<file path="config.mk">
export PLATFORM = sky130hd
export DESIGN_NAME = sp_ram_arbiter_flat
export DESIGN_NICKNAME = d
export VERILOG_FILES = /design/src/rtl/mem_arb_pkg.sv /design/src/rtl/sp_ram_arbiter_if.sv /design/src/rtl/sp_ram_arbiter.sv /design/src/flat_wrapper.sv
export SDC_FILE = /design/constraint.sdc
export NUM_CORES = 1
export LEC_CHECK = 0
export BUFFER_PORTS_ARGS = -buffer_cell sky130_fd_sc_hd__buf_4
export CAP_MARGIN = 20
export CORE_ASPECT_RATIO = 1.5
export CORE_UTILIZATION = 46
export CTS_CLUSTER_SIZE = 20
export DETAILED_ROUTE_END_ITERATION = 7
export PLACE_DENSITY_LB_ADDON = 0.05
export SKIP_LAST_GASP = 1
export SYNTH_ARGS = -nofsm -noshare
export SYNTH_HDL_FRONTEND = slang
export SYNTH_SLANG_ARGS = --single-unit
export TNS_END_PERCENT = 5
</file>
<file path="constraint.sdc">
create_clock -name clk -period 2.45 [get_ports clk]
set_clock_uncertainty 0.05 [all_clocks]
set_input_delay 0.245 -clock clk [delete_from_list [all_inputs] [get_ports clk]]
set_output_delay 0.245 -clock clk [all_outputs]
set_load 0.02 [all_outputs]
</file>
<file path="src/rtl/mem_arb_pkg.sv">
// Shared types and RAM geometry for the single-port RAM arbiter.
// The RAM model and the arbiter both take their default widths from here.
package mem_arb_pkg;

    localparam int MEM_ADDR_W = 6;
    localparam int MEM_DATA_W = 8;

    typedef enum logic [1:0] {
        IDLE  = 2'd0,
        OWN_A = 2'd1,
        OWN_B = 2'd2
    } arb_state_e;

    typedef enum logic {
        OWNER_A = 1'b0,
        OWNER_B = 1'b1
    } owner_e;

endpackage

</file>
<file path="src/rtl/sp_ram_arbiter_if.sv">
// Requester A/B command and response signals plus the RAM pin bundle.
// slave = arbiter side, master = requesters and RAM side.
interface sp_ram_arbiter_if
    import mem_arb_pkg::*;
#(
    parameter int ADDR_W = MEM_ADDR_W,
    parameter int DATA_W = MEM_DATA_W
);
    logic              a_valid, b_valid;
    logic              a_ready, b_ready;
    logic              a_we, b_we;
    logic [ADDR_W-1:0] a_addr, b_addr;
    logic [DATA_W-1:0] a_wdata, b_wdata;
    logic              a_rsp_valid, b_rsp_valid;
    logic [DATA_W-1:0] a_rdata, b_rdata;
    logic [ADDR_W-1:0] mem_addr;
    logic [DATA_W-1:0] mem_wdata;
    logic              mem_we;
    logic [DATA_W-1:0] mem_q;

    modport slave (
        input  a_valid, b_valid, a_we, b_we, a_addr, b_addr, a_wdata, b_wdata, mem_q,
        output a_ready, b_ready, a_rsp_valid, b_rsp_valid, a_rdata, b_rdata,
               mem_addr, mem_wdata, mem_we
    );

    modport master (
        output a_valid, b_valid, a_we, b_we, a_addr, b_addr, a_wdata, b_wdata, mem_q,
        input  a_ready, b_ready, a_rsp_valid, b_rsp_valid, a_rdata, b_rdata,
               mem_addr, mem_wdata, mem_we
    );

endinterface

</file>
<file path="src/rtl/sp_ram_arbiter.sv">
// Bounded-burst round-robin arbiter sharing one single-port RAM between A and B.
// Grants are combinational (zero latency); read responses follow one cycle later.
module sp_ram_arbiter
    import mem_arb_pkg::*;
#(
    parameter int ADDR_W    = MEM_ADDR_W,
    parameter int DATA_W    = MEM_DATA_W,
    parameter int BURST_MAX = 4
) (
    input  logic              clk,
    input  logic              rst_n,
    sp_ram_arbiter_if.slave   bus
);

    localparam logic [3:0] BURST_LIM = 4'(BURST_MAX);

    arb_state_e        r_state, w_state_nxt;
    owner_e            r_last_owner, w_last_nxt;
    logic [3:0]        r_burst_cnt, w_cnt_nxt, w_cnt_inc;
    logic              r_pend;
    owner_e            r_pend_owner;
    logic [ADDR_W-1:0] r_addr_hold;
    logic [DATA_W-1:0] r_wdata_hold;

    logic              w_gnt_a, w_gnt_b, w_gnt;
    logic [ADDR_W-1:0] w_mem_addr;
    logic [DATA_W-1:0] w_mem_wdata;
    logic              w_mem_we;

    assign w_cnt_inc = (r_burst_cnt < BURST_LIM) ? r_burst_cnt + 4'd1 : r_burst_cnt;

    always_comb begin
        w_gnt_a     = 1'b0;
        w_gnt_b     = 1'b0;
        w_state_nxt = r_state;
        w_cnt_nxt   = r_burst_cnt;
        w_last_nxt  = r_last_owner;
        case (r_state)
            IDLE: begin
                // On a tie the side that did not own the RAM last goes first.
                if (bus.a_valid && (!bus.b_valid || r_last_owner == OWNER_B)) begin
                    w_gnt_a     = 1'b1;
                    w_state_nxt = OWN_A;
                    w_cnt_nxt   = 4'd1;
                end else if (bus.b_valid) begin
                    w_gnt_b     = 1'b1;
                    w_state_nxt = OWN_B;
                    w_cnt_nxt   = 4'd1;
                end
            end
            OWN_A: begin
                if (bus.a_valid && (r_burst_cnt < BURST_LIM || !bus.b_valid)) begin
                    w_gnt_a   = 1'b1;
                    w_cnt_nxt = w_cnt_inc;
                end else if (bus.b_valid) begin
                    w_gnt_b     = 1'b1;
                    w_state_nxt = OWN_B;
                    w_cnt_nxt   = 4'd1;
                end else begin
                    w_state_nxt = IDLE;
                    w_last_nxt  = OWNER_A;
                end
            end
            OWN_B: begin
                if (bus.b_valid && (r_burst_cnt < BURST_LIM || !bus.a_valid)) begin
                    w_gnt_b   = 1'b1;
                    w_cnt_nxt = w_cnt_inc;
                end else if (bus.a_valid) begin
                    w_gnt_a     = 1'b1;
                    w_state_nxt = OWN_A;
                    w_cnt_nxt   = 4'd1;
                end else begin
                    w_state_nxt = IDLE;
                    w_last_nxt  = OWNER_B;
                end
            end
            default: w_state_nxt = IDLE;
        endcase
        // Nothing may be accepted while reset is asserted.
        if (!rst_n) begin
            w_gnt_a = 1'b0;
            w_gnt_b = 1'b0;
        end
    end

    assign w_gnt = w_gnt_a | w_gnt_b;

    always_comb begin
        w_mem_addr  = r_addr_hold;
        w_mem_wdata = r_wdata_hold;
        w_mem_we    = 1'b0;
        if (w_gnt_a) begin
            w_mem_addr  = bus.a_addr;
            w_mem_wdata = bus.a_wdata;
            w_mem_we    = bus.a_we;
        end else if (w_gnt_b) begin
            w_mem_addr  = bus.b_addr;
            w_mem_wdata = bus.b_wdata;
            w_mem_we    = bus.b_we;
        end
    end

    always_ff @(posedge clk) begin
        if (!rst_n) begin
            r_state      <= IDLE;
            r_last_owner <= OWNER_B;
            r_burst_cnt  <= 4'd0;
            r_pend       <= 1'b0;
            r_pend_owner <= OWNER_A;
            r_addr_hold  <= '0;
            r_wdata_hold <= '0;
        end else begin
            r_state      <= w_state_nxt;
            r_last_owner <= w_last_nxt;
            r_burst_cnt  <= w_cnt_nxt;
            r_pend       <= w_gnt & ~w_mem_we;
            r_pend_owner <= w_gnt_b ? OWNER_B : OWNER_A;
            if (w_gnt) begin
                r_addr_hold  <= w_mem_addr;
                r_wdata_hold <= w_mem_wdata;
            end
        end
    end

    assign bus.a_ready     = w_gnt_a;
    assign bus.b_ready     = w_gnt_b;
    assign bus.mem_addr    = w_mem_addr;
    assign bus.mem_wdata   = w_mem_wdata;
    assign bus.mem_we      = w_mem_we;
    // Gating with rst_n drops a response whose cycle coincides with reset.
    assign bus.a_rsp_valid = rst_n & r_pend & (r_pend_owner == OWNER_A);
    assign bus.b_rsp_valid = rst_n & r_pend & (r_pend_owner == OWNER_B);
    assign bus.a_rdata     = bus.mem_q;
    assign bus.b_rdata     = bus.mem_q;

endmodule

</file>
<file path="src/flat_wrapper.sv">
// flat-port wrapper written by rule: the top's interface ports become plain ports
module sp_ram_arbiter_flat import mem_arb_pkg::*;
#(
    parameter int ADDR_W    = MEM_ADDR_W,
    parameter int DATA_W    = MEM_DATA_W,
    parameter int BURST_MAX = 4
)
  (clk, rst_n, bus_a_valid, bus_b_valid, bus_a_we, bus_b_we, bus_a_addr, bus_b_addr, bus_a_wdata, bus_b_wdata, bus_mem_q, bus_a_ready, bus_b_ready, bus_a_rsp_valid, bus_b_rsp_valid, bus_a_rdata, bus_b_rdata, bus_mem_addr, bus_mem_wdata, bus_mem_we);
  sp_ram_arbiter_if #(.ADDR_W(ADDR_W), .DATA_W(DATA_W)) bus_i ();
  input  logic clk;
  input  logic rst_n;
  input wire logic [$bits(bus_i.a_valid)-1:0] bus_a_valid;
  input wire logic [$bits(bus_i.b_valid)-1:0] bus_b_valid;
  input wire logic [$bits(bus_i.a_we)-1:0] bus_a_we;
  input wire logic [$bits(bus_i.b_we)-1:0] bus_b_we;
  input wire logic [$bits(bus_i.a_addr)-1:0] bus_a_addr;
  input wire logic [$bits(bus_i.b_addr)-1:0] bus_b_addr;
  input wire logic [$bits(bus_i.a_wdata)-1:0] bus_a_wdata;
  input wire logic [$bits(bus_i.b_wdata)-1:0] bus_b_wdata;
  input wire logic [$bits(bus_i.mem_q)-1:0] bus_mem_q;
  output wire logic [$bits(bus_i.a_ready)-1:0] bus_a_ready;
  output wire logic [$bits(bus_i.b_ready)-1:0] bus_b_ready;
  output wire logic [$bits(bus_i.a_rsp_valid)-1:0] bus_a_rsp_valid;
  output wire logic [$bits(bus_i.b_rsp_valid)-1:0] bus_b_rsp_valid;
  output wire logic [$bits(bus_i.a_rdata)-1:0] bus_a_rdata;
  output wire logic [$bits(bus_i.b_rdata)-1:0] bus_b_rdata;
  output wire logic [$bits(bus_i.mem_addr)-1:0] bus_mem_addr;
  output wire logic [$bits(bus_i.mem_wdata)-1:0] bus_mem_wdata;
  output wire logic [$bits(bus_i.mem_we)-1:0] bus_mem_we;
  assign bus_i.a_valid = bus_a_valid;
  assign bus_i.b_valid = bus_b_valid;
  assign bus_i.a_we = bus_a_we;
  assign bus_i.b_we = bus_b_we;
  assign bus_i.a_addr = bus_a_addr;
  assign bus_i.b_addr = bus_b_addr;
  assign bus_i.a_wdata = bus_a_wdata;
  assign bus_i.b_wdata = bus_b_wdata;
  assign bus_i.mem_q = bus_mem_q;
  assign bus_a_ready = bus_i.a_ready;
  assign bus_b_ready = bus_i.b_ready;
  assign bus_a_rsp_valid = bus_i.a_rsp_valid;
  assign bus_b_rsp_valid = bus_i.b_rsp_valid;
  assign bus_a_rdata = bus_i.a_rdata;
  assign bus_b_rdata = bus_i.b_rdata;
  assign bus_mem_addr = bus_i.mem_addr;
  assign bus_mem_wdata = bus_i.mem_wdata;
  assign bus_mem_we = bus_i.mem_we;
  sp_ram_arbiter #(.ADDR_W(ADDR_W), .DATA_W(DATA_W), .BURST_MAX(BURST_MAX)) u_core (.clk(clk), .rst_n(rst_n), .bus(bus_i));
endmodule
</file>
==> summary.md <==
| Metric | Value |
|---|---|
| Crit path kind | `flip-flop to output pin` |
| Status | `finished with violations` |
| Global placement routability congestion | `0.7769` |
| Final net count | `approximately 270` |
| Worst Path Max Fanout | `8` |
| Distinct cells, synth | `37` |
| Vias in the first global route | `1649` |
| Final period util | `107.9%` |
| Maximum vdd drop | `0.6121 mV` |
| Final hold vios | `0` |
| Die width | `49.40 um` |
| Max_slew headroom | `34.36%` |
| Dpl cell area | `between 1500 and 2000 um^2` |
| I/O pin cnt | `77` |
| Net switching power | `around 0.00070 W` |
| Largest area contributor in the synthesized netlist | `dfxtp_1` |
| Fmax | `approximately 380 MHz` |
| DRC | `0` |
| DR vias/cell | `6.151` |
| Clock power share | `~13%` |
| Area grow syn2layout | `34.95%` |
| First-pass GRT wire length | `7.245 mm` |
| Largest stage delay, worst path | `0.53 ns` |
| Number of buffer and inverter stages on the critical path | `4` |
| Worst-case clock buffer depth | `2` |
| Final Cell Area | `2092 um^2` |
| CTS sink count | `23` |
| Area contributors post-synth | `dfxtp_1, a221o_1, buf_4, and3_1, ha_1` |
| Overflow after GRT | `0` |
| Mapped Area | `1550 um^2` |
| Mapped Nets | `220` |
| Cell with the largest stage delay on the worst path | `a2111oi_4` |
| Synth Area in Compound Gates | `36.97%` |
| DRT Pass-1 Iters | `4` |
| Setup WS pre-CTS | `-0.1038 ns` |
| Final core occ | `65.57%` |
| Reg power frac | `between 30% and 40%` |
| Clock Latency Late Sink | `0.26 ns` |
| Core box area | `3191 um^2` |
| Adder-cell share of the synthesized area | `4.036%` |
| Die H | `73.10 um` |
| CP required | `between 2 and 2.5 ns` |
| Antenna diodes | `0` |
| Crit end category | `output pin` |
| Warnings from Yosys | `0` |
| CTS tree | `done` |
| Site row count | `25` |
| Int Power | `around 0.0011 W` |
| Clock root cell | `clkbuf_8` |
| Area fraction of the dominant cell type after synthesis | `29.70%` |
| Mux contribution to synthesized area | `1.291%` |
| Reg clk slew, reported paths | `approximately 0.08 ns` |
| Avg WL per Cell | `17.51 um` |
| Avg Cell Area, Syn | `8.961 um^2` |
| Simple-gate area share of the yosys netlist | `~14%` |
| P_leak | `between 0.9 and 1 nW` |
| Min-Delay Path Class | `primary input to flip-flop` |
| Sequential fraction of the synthesis area | `29.70%` |
| Initial Util | `48.59%` |
| Worst setup SP type | `flip-flop` |
| Largest net degree at the start of global routing | `32` |
| First DRT Iteration DRCs | `51` |
| Layout cells sized above 1 | `about two fifths` |
| All-Layer GR Usage | `26.02%` |
| Top Family by Delay on Critical Path | `compound AO/OA/AOI/OAI gates` |
| Xor and xnor area share after synthesis | `0%` |
| Final HPWL DP | `3.101 mm` |
| Initial antenna violation count | `0` |
| WP data arrival | `2.35 ns` |
| Post-Syn Instances | `173` |
| MaxCap Viol Count | `0` |
| Net Sw Frac | `39.70%` |
| I/O Buffers | `between 50 and 60` |
| Pins over their slew limit | `0` |
| WL final | `4.534 mm` |
| Crit-path cells | `inv_4 -> ha_4 -> inv_2 -> o21a_1 -> a2111oi_4 -> buf_4 -> and3_4 -> a221o_1 -> buf_6` |
| Register bit total from synthesis | `23` |
| H-tree levels | `1` |
| CTS buffer count | `3` |
| Final setup vio count | `20` |
| Routed Antenna Nets | `0` |
| Worst-margin pin slew | `0.9828 ns` |
| Pwr dens | `844.4 nW/um^2` |
| Final min period | `2.643 ns` |
| Largest family of logic cells by synthesized area | `compound AO/OA/AOI/OAI gates` |
| Die area | `3611 um^2` |
| Combinational power share | `between 50% and 60%` |
| Via Count | `1593` |
| Final WS setup | `-0.1926 ns` |
| Unrepaired setup endpoints after global routing | `yes` |
| Failing checks | `setup timing` |
[per-layer routing]
layer	vias to the layer above	GRT usage, %	wire length [um]
met5	-	0	0
met4	0	13.65	161
met3	15	5.208	229
met2	68	51.29	2490
met1	753	24.75	1652
li1	757	-	-
[repair_timing]
item / CTS / global route
endpoints found under the hold margin: 0 / 0
buffers inserted: 2 / 5
endpoints found under the setup margin: 31 / 31
gates resized for setup: 22 / 5
pin swaps: 4 / 4
gates cloned: 1 / 0
hold buffers: 0 / 0
[final cells by class]
class	count	area, um^2
multi-input combinational	117	967.2
inverter	7	31.28
sequential	23	467.9
timing repair buffer	68	530.5
fill	297	1099
tap	40	50.05
clock buffer	4	45.04
[power by group through the flow]
stage | Combinational [W] | Sequential, W | Clock [W]
final | 0.00100 | 0.000530 | 0.000237
after detailed placement | 0.000878 | 0.000521 | 0
after global placement | 0.000860 | 0.000519 | 0
after global routing | 0.00107 | 0.000537 | 0.000257
after CTS | 0.000963 | 0.000525 | 0.000245
after floorplan | 0.000616 | 0.000507 | 0
[cell families after synthesis]
group,after synthesis
flops,23
simple gates,43
mux,2
fa+ha+maj,5
compound gates,67
buf+inv,33
[cell usage after synthesis (all sizes together)]
master,count
a211o,1
o21a,3
nand3b,1
nand3,1
nor2b,3
a221o,29
a221oi,2
a31oi,2
nor2,9
ha,5
mux2i,2
and2,2
clkinv,1
inv,6
a22oi,1
nand4,1
nor3,2
o22ai,2
clkbuf,4
dfxtp,23
a2111oi,2
o211ai,1
buf,22
and3,15
a211oi,3
o21ai,8
nand2b,1
a21oi,8
nand2,8
o2bb2ai,1
a22o,2
o211a,2
[metrics by stage]
step / hold WS, ns / setup TNS (ns) / instances / power [W]
floorplan: 0.3005 / 0 / 173 / 0.001123
global placement: 0.4012 / -0.6805 / 247 / 0.001379
detailed placement: 0.4109 / -1.801 / 247 / 0.001400
CTS: 0.1272 / -2.652 / 254 / 0.001733
global route: 0.1367 / -6.637 / 259 / 0.001868
finish: 0.1328 / -2.655 / 259 / 0.001766
[sequential cells by signal, indices dropped and copies added, names as in the netlist]
name,cells
u_core.r_wdata_hold,8
u_core.r_burst_cnt,4
u_core.r_state,2
u_core.r_pend_owner,1
u_core.r_last_owner,1
u_core.r_addr_hold,6
u_core.r_pend,1
[placed cells by master (no fill, tap or decap), drive strengths merged, types with 2 or more instances in the layout]
cell,count
a21oi,8
a221o,29
nand2,8
o21a,3
o22ai,2
and2,2
a31oi,2
inv,6
a22o,2
o21ai,8
and3,15
mux2i,2
o211a,2
dfxtp,23
nor3,2
clkbuf,4
buf,68
nor2b,3
a2111oi,2
a211oi,3
a221oi,2
nor2,9
ha,5
[worst paths after layout]
path / startpoint / endpoint / slack, ns / cells past startpoint
setup / recovery: u_core.r_state[0] / bus_mem_wdata[2] / -0.19 / 9
hold / removal: bus_a_we / u_core.r_pend / 0.13 / 2
setup reg to reg: u_core.r_state[1] / u_core.r_addr_hold[2] / -0.01 / 8
hold reg to reg: u_core.r_burst_cnt[1] / u_core.r_burst_cnt[1] / 0.43 / 2
Power figures use the tool's default switching activity.
